## src/rtl/pipeline_ctrl.sv

```systemverilog
// pipeline_ctrl: stall/flush sequencer, run/pause/halt FSM and perf counters.
// Define PIPELINE_CTRL_STATS_EN to build the four performance counters.
module pipeline_ctrl #(
  parameter int CNT_WIDTH = 32,
  parameter int REG_W     = 5
) (
  input  logic                 clk,
  input  logic                 rst,
  input  logic                 pause,
  input  logic [REG_W-1:0]     id_rs,
  input  logic [REG_W-1:0]     id_rt,
  input  logic                 id_uses_rs,
  input  logic                 id_uses_rt,
  input  logic                 id_is_jump,
  input  logic                 ex_mem_to_reg,
  input  logic [REG_W-1:0]     ex_rd,
  input  logic                 ex_is_cond_branch,
  input  logic                 ex_branch_taken,
  input  logic                 wb_halt,
  output logic                 pc_en,
  output logic                 if_id_en,
  output logic                 if_id_flush,
  output logic                 id_ex_flush,
  output logic                 pipe_en,
  output logic                 halted,
  output logic [1:0]           state,
  output logic [CNT_WIDTH-1:0] total_cycles,
  output logic [CNT_WIDTH-1:0] condi_branch_num,
  output logic [CNT_WIDTH-1:0] uncondi_branch_num,
  output logic [CNT_WIDTH-1:0] stall_cycles
);

  typedef enum logic [1:0] {
    RUN    = 2'd0,
    PAUSED = 2'd1,
    HALT   = 2'd2
  } state_e;

  state_e state_q, state_d;

  logic load_use;
  logic rs_hit, rt_hit;
  logic br_c, lu_c, jp_c;
  logic freeze;

  assign rs_hit = id_uses_rs & (id_rs == ex_rd);
  assign rt_hit = id_uses_rt & (id_rt == ex_rd);

  assign load_use = ex_mem_to_reg
                  & (ex_rd != '0)
                  & (rs_hit | rt_hit);

  // one-hot priority: taken branch > load-use > jump
  assign br_c = ex_is_cond_branch & ex_branch_taken;
  assign lu_c = load_use & ~br_c;
  assign jp_c = id_is_jump & ~br_c & ~load_use;

  // PAUSED only freezes while pause is still high, so the
  // pipeline advances in the very cycle pause drops.
  assign freeze = (state_q == HALT)
                | pause
                | wb_halt
                | rst;

  assign state  = state_q;
  assign halted = (state_q == HALT);

  // next-state logic; halt wins over pause, reset wins over all
  always_comb begin
    state_d = state_q;
    unique case (state_q)
      RUN: begin
        if (wb_halt)    state_d = HALT;
        else if (pause) state_d = PAUSED;
      end
      PAUSED: begin
        if (wb_halt)     state_d = HALT;
        else if (!pause) state_d = RUN;
      end
      HALT:    state_d = HALT;
      default: state_d = RUN;
    endcase
    if (rst) state_d = RUN;
  end

  // state register
  always_ff @(posedge clk) begin
    state_q <= state_d;
  end

  // enable/flush decode
  always_comb begin
    pc_en       = 1'b0;
    if_id_en    = 1'b0;
    if_id_flush = 1'b0;
    id_ex_flush = 1'b0;
    pipe_en     = 1'b0;
    if (!freeze) begin
      unique case (1'b1)
        br_c: begin
          pc_en       = 1'b1;
          if_id_en    = 1'b1;
          if_id_flush = 1'b1;
          id_ex_flush = 1'b1;
          pipe_en     = 1'b1;
        end
        lu_c: begin
          id_ex_flush = 1'b1;
          pipe_en     = 1'b1;
        end
        jp_c: begin
          pc_en       = 1'b1;
          if_id_en    = 1'b1;
          if_id_flush = 1'b1;
          pipe_en     = 1'b1;
        end
        default: begin
          pc_en    = 1'b1;
          if_id_en = 1'b1;
          pipe_en  = 1'b1;
        end
      endcase
    end
  end

`ifdef PIPELINE_CTRL_STATS_EN
  logic [CNT_WIDTH-1:0] tot_q, tot_d;
  logic [CNT_WIDTH-1:0] cbr_q, cbr_d;
  logic [CNT_WIDTH-1:0] ubr_q, ubr_d;
  logic [CNT_WIDTH-1:0] stl_q, stl_d;

  // counters step only on cycles that actually advance
  always_comb begin
    tot_d = tot_q;
    cbr_d = cbr_q;
    ubr_d = ubr_q;
    stl_d = stl_q;
    if (!freeze) begin
      tot_d = tot_q + 1'b1;
      if (br_c) cbr_d = cbr_q + 1'b1;
      if (jp_c) ubr_d = ubr_q + 1'b1;
      if (lu_c) stl_d = stl_q + 1'b1;
    end
  end

  // counter registers
  always_ff @(posedge clk) begin
    if (rst) begin
      tot_q <= '0;
      cbr_q <= '0;
      ubr_q <= '0;
      stl_q <= '0;
    end else begin
      tot_q <= tot_d;
      cbr_q <= cbr_d;
      ubr_q <= ubr_d;
      stl_q <= stl_d;
    end
  end

  assign total_cycles       = tot_q;
  assign condi_branch_num   = cbr_q;
  assign uncondi_branch_num = ubr_q;
  assign stall_cycles       = stl_q;
`else
  assign total_cycles       = '0;
  assign condi_branch_num   = '0;
  assign uncondi_branch_num = '0;
  assign stall_cycles       = '0;
`endif

endmodule

```

## config.mk

```make
export PLATFORM = sky130hd
export DESIGN_NAME = pipeline_ctrl
export DESIGN_NICKNAME = d
export VERILOG_FILES = /design/src/rtl/pipeline_ctrl.sv
export SDC_FILE = /design/constraint.sdc
export NUM_CORES = 1
export LEC_CHECK = 0
export CORE_UTILIZATION = 27
export DETAILED_ROUTE_END_ITERATION = 7
export GPL_TIMING_DRIVEN = 0
export PLACE_DENSITY = 0.95
export SLEW_MARGIN = 5
export SYNTH_ARGS = -nofsm -noshare
export SYNTH_HDL_FRONTEND = slang
export SYNTH_SLANG_ARGS = --single-unit
```

## constraint.sdc

```tcl
create_clock -name clk -period 6.5 [get_ports clk]
set_input_delay 1.95 -clock clk [delete_from_list [all_inputs] [get_ports clk]]
set_output_delay 1.95 -clock clk [all_outputs]
set_load 0.005 [all_outputs]
```

* Word-level counts from Yosys, hierarchy flattened
Cells that the tools add are included.
** Operators by class
- $add $sub $neg :: 0
- Multiply operators :: 0
- Divide/modulo/power cells :: 0
- Magnitude comparators :: 0
- Equality and inequality tests :: 6
- Shift-type cells :: 0
- Mux-type cells :: 12
- Bitwise gates (word level) :: 14
- Reductions and logical operators :: 5
** Operators by type and width (count)
- equality test 5 bit :: 2
- AND 1 bit :: 8
- 2-to-1 mux 2 bit :: 4
- 2-to-1 mux 1 bit :: 7
- inequality test 3 bit, second input constant :: 2
- one-hot mux 2 bit (3 select lines) :: 1
- nonzero test 5 bit :: 1
- bitwise OR 1 bit :: 4
- OR reduction 2 bit :: 2
- equality test 2 x 1 -> 1 bit, second input constant :: 1
- equality test 2 bit, second input constant :: 1
- logical NOT 2 bit :: 1
- NOT 1 bit :: 2
- AND reduction 2 bit :: 1
** Word-level totals
- Flip-flop bits (word level) :: 2
- Latch bits :: 0
- RAM bits :: 0
- Memory bits (read-only) :: 0
- Output and inout port bits :: 136
- Word-level logic and storage cells :: 38
- Memories kept :: 0

* Logic depth before layout (Yosys ltp)
Gate-level depths: netlist of run 1.
- Depth in word-level cells :: 9
- Depth in mapped cells :: 6
- Gate-level depth less buffers :: 5

* Least setup slack after synthesis of run 1
OpenSTA, ideal clock, no wires.
- Path type :: input to output
- Start point :: input ex_rd[0]
- End point :: output pc_en
- Arrival time :: 2990 ps
- Data required time :: 4550 ps
- Path slack :: 1560 ps
- Cell stages on the path :: 5
- Cell sequence :: or4_1 -> o21ai_1 -> a21oi_1 -> a21boi_1 -> buf_4
** On the way
- Cells in the longest elaborated chain, start to end :: 7
- Elaborated cells on any way between the ends :: 11
- Classes of those cells :: eq/ne (2); mux (2); bitwise (6); reduce/logical (1)
** Ends and longest elaborated chain
- from (decl) :: RTL line 16 : input logic [REG_W-1:0] ex_rd,
- equality test 5 bit, on equally long branches :: RTL line 46, 47
- AND 1 bit, on equally long branches :: RTL line 46, 47
- bitwise OR 1 bit :: RTL line 51 : & (rs_hit | rt_hit);
- AND 1 bit (*) :: RTL line 51
- AND 1 bit (*) :: RTL line 55 : assign lu_c = load_use & ~br_c;
- 2-to-1 mux 1 bit (*) (2 in a row)
- to (decl) :: RTL line 20 : output logic pc_en,
Mark *: on every way between the ends. The rest lies on a longest branch, timed or not.

* Worst setup path after layout of run 1
- Start point :: input ex_rd[0]
- End point :: output pc_en
** On the way
- Cells in the longest elaborated chain, start to end :: 7
- Elaborated cells on any way between the ends :: 11
- Classes of those cells :: eq/ne (2); mux (2); bitwise (6); reduce/logical (1)
** Ends and longest elaborated chain
- equality test 5 bit, on equally long branches :: RTL line 46, 47
- AND 1 bit, on equally long branches :: RTL line 46, 47
- bitwise OR 1 bit :: RTL line 51
- AND 1 bit (*) :: RTL line 51
- AND 1 bit (*) :: RTL line 55
- 2-to-1 mux 1 bit (*) :: RTL line 99 : unique case (1'b1)
- 2-to-1 mux 1 bit (*) :: RTL line 98 : if (!freeze) begin
Marked as above.

==> impl_metrics.json, run 1 <==
{
  "route.detailed.drc": 0,
  "hold_buffers": 0,
  "arrival_ns": 4.06,
  "syn_area_um2": 1206,
  "track_usage": 0.09197,
  "io_buffers": 32,
  "p_sw_frac": 0.2927,
  "fin_crit_ns": 6.014,
  "synth_edf_count": 0,
  "nFillCells": 379,
  "synth_top_cells_by_count": "buf_4 (129), xor2_1 (8), a21oi_1 (3), nor4_1 (3)",
  "final_nets": 350,
  "cts-buffers-inserted": 3,
  "yosysMostFrequentCell": "buf_4",
  "synth.distinct_cells": 18,
  "crit_required_ns": 4.55,
  "core_area_um2": 4144,
  "path_buf_inv": 3,
  "grt_pass1_wl_mm": 3.132,
  "gp_congestion": 0.7973,
  "cts_max_level": 1,
  "cts.sinks": 2,
  "slew_headroom": 0.5600,
  "pwr-share-seq": 0.079,
  "status": "complete, no violations",
  "critPathTopFamily": "buffers and inverters",
  "vias": 1068,
  "cp-start-kind": "input pin",
  "dieArea_um2": 4738,
  "synth_ff_type": "dfxtp_1",
  "fp.dieH_um": 68.84,
  "ctsResizeCount": 0,
  "ys_seq_area_frac": 0.03320,
  "comb_power_share": 0.634,
  "ys_ff_latch": 2,
  "wire_per_inst_um": 7.182,
  "ant_nets": 0,
  "fin_cells": 373,
  "syn_inst": 161,
  "worstSkewPairLatency_ns": 0.21,
  "worst_pin_slew_ns": 0.6540,
  "p_clk_frac": 0.287,
  "placementRows": 23,
  "gr-total-overflow": 0,
  "p_switching_mw": 0.05046,
  "post-cts-setup-buffers": 0,
  "grt_max_degree": 5,
  "clock_path_buffers": 2,
  "peakVddDrop_mv": 0.07372,
  "areaGrowthSynthToFinish_pct": 74.69,
  "cts_tree": "yes",
  "synth_top_area_frac": 0.8029,
  "antennaDiodeCount": 0,
  "synth_top_cell_by_area": "buf_4",
  "intPower_mw": 0.1220,
  "cap_violations": 0,
  "skew_ns": 0.002372,
  "hold_viol_final": 0,
  "ios": 161,
  "cp_common_cell": "clkdlybuf4s50_1",
  "hold_class": "reg -> reg",
  "powerDensity_nw_per_um2": 81.84,
  "rsz0062_at_grt": "no",
  "cp_slowest_stage_delay_ns": 0.53,
  "first_global_vias": 749,
  "viasPerCell": 2.863,
  "drv_slew": 0,
  "async_flop_share": 0,
  "setup_viol": 0,
  "start_util": 0.2911,
  "synth_area_per_cell_um2": 7.492,
  "dp_cells": 370,
  "worst_setup_path_end_kind": "output pin",
  "drive_gt1_frac": 0.4087,
  "multiInputGateArea_um2": 670.6,
  "crit_type": "in -> out",
  "path_max_fanout": 3,
  "first_iter_violations": 8,
  "fmax_mhz": 166.3,
  "synth.area.top_cells": "buf_4 (80%), xor2_1 (5.8%), dfxtp_1 (3.3%), nor4_1 (1.6%), xnor2_1 (1.5%)",
  "first_pass_iters": 3,
  "tns_ns": 0,
  "largest_reg_flops": 2,
  "wl_mm": 2.679,
  "antenna_found_initial": 0,
  "regArea_um2": 40.04,
  "hpwl_mm": 2.604,
  "leakage_nw": 1.345,
  "yosysWarningCount": 0,
  "clk_pin_slew_worst_paths_ns": 0.03,
  "path_cells": "clkdlybuf4s50_1 > or4_1 > o21ai_1 > a21oi_1 > a21boi_1 > buf_4 > clkdlybuf4s50_1",
  "die_w_um": 68.84,
  "cts-root-buf": "clkbuf_8",
  "critPathSlowestCell": "or4_1",
  "timing.final.crit_share": 0.9253
}
## worst paths after layout
check        endpoint  startpoint  cells past startpoint  slack [ns]
max             pc_en    ex_rd[0]                      7        0.49
min          state[0]    state[1]                      1        0.45
max reg2reg  state[1]    state[1]                      4        5.69
min reg2reg  state[0]    state[1]                      1        0.45
## final cells by class
| type | count | share of cell area |
|---|---|---|
| inverters | 1 | 0.001781 |
| plain buffers | 129 | 0.4596 |
| multi-input cells | 156 | 0.3183 |
| clock buffers | 3 | 0.01960 |
| well taps | 50 | 0.02969 |
| repair buffers | 32 | 0.1520 |
| flip-flops and latches | 2 | 0.01900 |
## per-stage QoR
stage / worst slack (ns) / hold WS (ns) / area (um2) / power (mW) / utilization
2_1_floorplan: 1.560 / 0.4426 / 1683 / 0.09421 / -
3_3_place_gp: 0.4739 / 0.4414 / 2066 / 0.1173 / 0.4985
3_5_place_dp: 0.4573 / 0.4563 / 2066 / 0.1179 / 0.4985
4_1_cts: 0.4483 / 0.4545 / 2107 / 0.1690 / 0.5085
5_1_grt: 0.3773 / 0.4735 / 2107 / 0.1874 / 0.5085
6_report: 0.4857 / 0.4540 / 2107 / 0.1724 / 0.5085
## placed cells by master (no fill, tap or decap)
| cell type | synthesis | final |
|---|---|---|
| clkdlybuf4s50_1 | 0 | 32 |
| xnor2_1 | 2 | 2 |
| and2_1 | 1 | 1 |
| or4_1 | 1 | 1 |
| dfxtp_1 | 2 | 2 |
| o21ai_1 | 1 | 1 |
| nor2_1 | 2 | 2 |
| xor2_1 | 8 | 8 |
| inv_1 | 1 | 1 |
| o21ai_0 | 1 | 1 |
| clkbuf_8 | 0 | 3 |
| nand2_1 | 1 | 1 |
| a21boi_1 | 1 | 1 |
| conb_1 | 1 | 128 |
| nor4_1 | 3 | 3 |
| a21oi_1 | 3 | 3 |
| nand3_1 | 2 | 2 |
| buf_4 | 129 | 129 |
| o21a_1 | 1 | 1 |
| nor4b_1 | 1 | 1 |
## metal layers
layer,global-route usage,vias to the layer above,part of all wire
met2,0.2108,82,0.63
li1,-,567,-
met3,0.04276,2,0.16
met4,0.03061,0,0.0015
met1,0.05734,417,0.20
met5,0,-,0
## kinds of logic (layout without fill, tap and decap cells)
family | Yosys count | after routing | share of synthesized area
other | 1 | 128 | 0.003109
AND/OR/NAND/NOR | 11 | 11 | 0.05188
AO/OA/AOI/OAI | 7 | 7 | 0.03319
XOR/XNOR | 10 | 10 | 0.07262
flip-flops | 2 | 2 | 0.03320
buffers and inverters | 130 | 165 | 0.8060
## power by group through the flow
stage                     clock network [mW]  registers (mW)  logic (mW)
after floorplan                            0          0.0139      0.0803
after global routing                  0.0519          0.0138       0.122
after CTS                             0.0512          0.0137       0.104
after detailed placement                   0          0.0139       0.104
after global placement                     0          0.0138       0.103
final                                 0.0495          0.0137       0.109
No activity file was read; power rests on OpenSTA's default activity.
==> run 2: changes to the inputs <==
PLACE_DENSITY = 0.87   (was 0.95)
==> run 2 against run 1 <==
Net effect: combinational power barely moved; hold slack better by 0.012 ns; sequential power hardly changed; flip-flop and latch count stayed put; critical endpoint unchanged.
==> impl_metrics.json, run 2 (same netlist as run 1, synthesis figures left out) <==
{
  "worst_setup_path_end_kind": "output pin",
  "crit_cells": 8,
  "ctsResizeCount": 0,
  "peakVddDrop_mv": 0.08073,
  "tns_ns": 0,
  "core_area_um2": 4144,
  "post-cts-setup-buffers": 0,
  "path_cells": "clkdlybuf4s50_1 > xor2_1 > nor4_1 > nand3_1 > a21oi_1 > a21boi_1 > buf_4 > clkdlybuf4s50_1",
  "grt_pass1_wl_mm": 2.684,
  "critPathSlowestCell": "clkdlybuf4s50_1",
  "crit_required_ns": 4.55,
  "cap_violations": 0,
  "worst_pin_slew_ns": 0.5712,
  "cts.sinks": 2,
  "slew_headroom": 0.6157,
  "worstSkewPairLatency_ns": 0.21,
  "drive_gt1_frac": 0.4087,
  "r2r_setup_slack_ns": 5.72,
  "first_pass_iters": 3,
  "setup_viol": 0,
  "gr-total-overflow": 0,
  "wire_per_inst_um": 6.236,
  "antennaDiodeCount": 0,
  "wl_mm": 2.326,
  "clock_path_buffers": 2,
  "route.detailed.drc": 0,
  "ios": 161,
  "path_buf_inv": 3,
  "first_global_vias": 679,
  "io_buffers": 32,
  "die_w_um": 68.84,
  "cts-root-buf": "clkbuf_8",
  "placementRows": 23,
  "clk_pin_slew_worst_paths_ns": 0.03,
  "fin_cells": 373,
  "holdWs_ns": 0.4659,
  "hold_class": "reg -> reg",
  "status": "complete, no violations",
  "leakage_nw": 1.345,
  "first_iter_violations": 5,
  "critPathTopFamily": "buffers and inverters",
  "nFillCells": 372,
  "grt_max_degree": 5,
  "finalPower_mw": 0.1706,
  "rsz0062_at_grt": "no",
  "path_max_fanout": 3,
  "hold_buffers": 0,
  "dp_cells": 370,
  "cts-buffers-inserted": 3,
  "fin_crit_ns": 6.084,
  "skew_ns": 0.001251,
  "final_core_util": 0.5085,
  "vias": 1049,
  "ant_nets": 0,
  "final_cell_mix": "buf_4 (129), conb_1 (128), clkdlybuf4s50_1 (32), xor2_1 (8)",
  "largest_reg_flops": 2,
  "reg2regPathDepth": 4,
  "final_nets": 350,
  "timing.final.crit_share": 0.9359,
  "track_usage": 0.07482,
  "dieArea_um2": 4738,
  "hpwl_mm": 2.255,
  "fmax_mhz": 164.4,
  "fp.dieH_um": 68.84,
  "drv_slew": 0,
  "arrival_ns": 4.13,
  "final_common_cell": "buf_4",
  "cts_tree": "yes",
  "antenna_found_initial": 0,
  "cp_common_cell": "clkdlybuf4s50_1",
  "start_util": 0.2911,
  "crit_type": "in -> out",
  "areaGrowthSynthToFinish_pct": 74.69,
  "viasPerCell": 2.812,
  "hold_viol_final": 0,
  "holdPathStages": 1,
  "cp_slowest_stage_delay_ns": 0.48,
  "powerDensity_nw_per_um2": 80.96,
  "gp_congestion": 0.6998,
  "cts_max_level": 1,
  "cp-start-kind": "input pin"
}
==> run 2: cell counts in the layout (fill, tap and decap cells not counted) <==
No cell type changed its count.
==> run 2: area by class of cell <==
class                           instances  area [um2]  area share
Sequential cell                         2       40.04     0.01900
Clock buffer                            3       41.29     0.01960
Buffer                                129       968.4      0.4596
Timing Repair Buffer                   32       320.3      0.1520
Inverter                                1       3.754    0.001781
Multi-Input combinational cell        156       670.6      0.3183
Tap cell                               50       62.56     0.02969
==> run 2: worst paths after layout <==
check | startpoint | to
worst max-delay path | ex_rd[3] | pc_en
worst min-delay path | state[1] | state[0]
worst max register to register | state[1] | state[1]
worst min register to register | state[1] | state[0]
==> run 2: report_power, final <==
part / internal (mW) / total, mW / switching (mW)
registers: 0.0132 / 0.0137 / 0.000540
clock network: 0.0392 / 0.0490 / 0.00985
logic: 0.0695 / 0.108 / 0.0383
total: 0.122 / 0.171 / 0.0487
==> run 2: per-stage QoR <==
stage	area, um2	setup slack, ns
4_1_cts	2107	0.4162
5_1_grt	2107	0.3698
3_3_place_gp	2066	0.5215
2_1_floorplan	1683	1.560
6_report	2107	0.4163
3_5_place_dp	2066	0.4231
==> run 2: metal layers <==
layer / global-route usage / routed length, um
met5: 0 / 0
met2: 0.1654 / 1343
met3: 0.02632 / 469
met4: 0.02296 / 0
met1: 0.05723 / 513
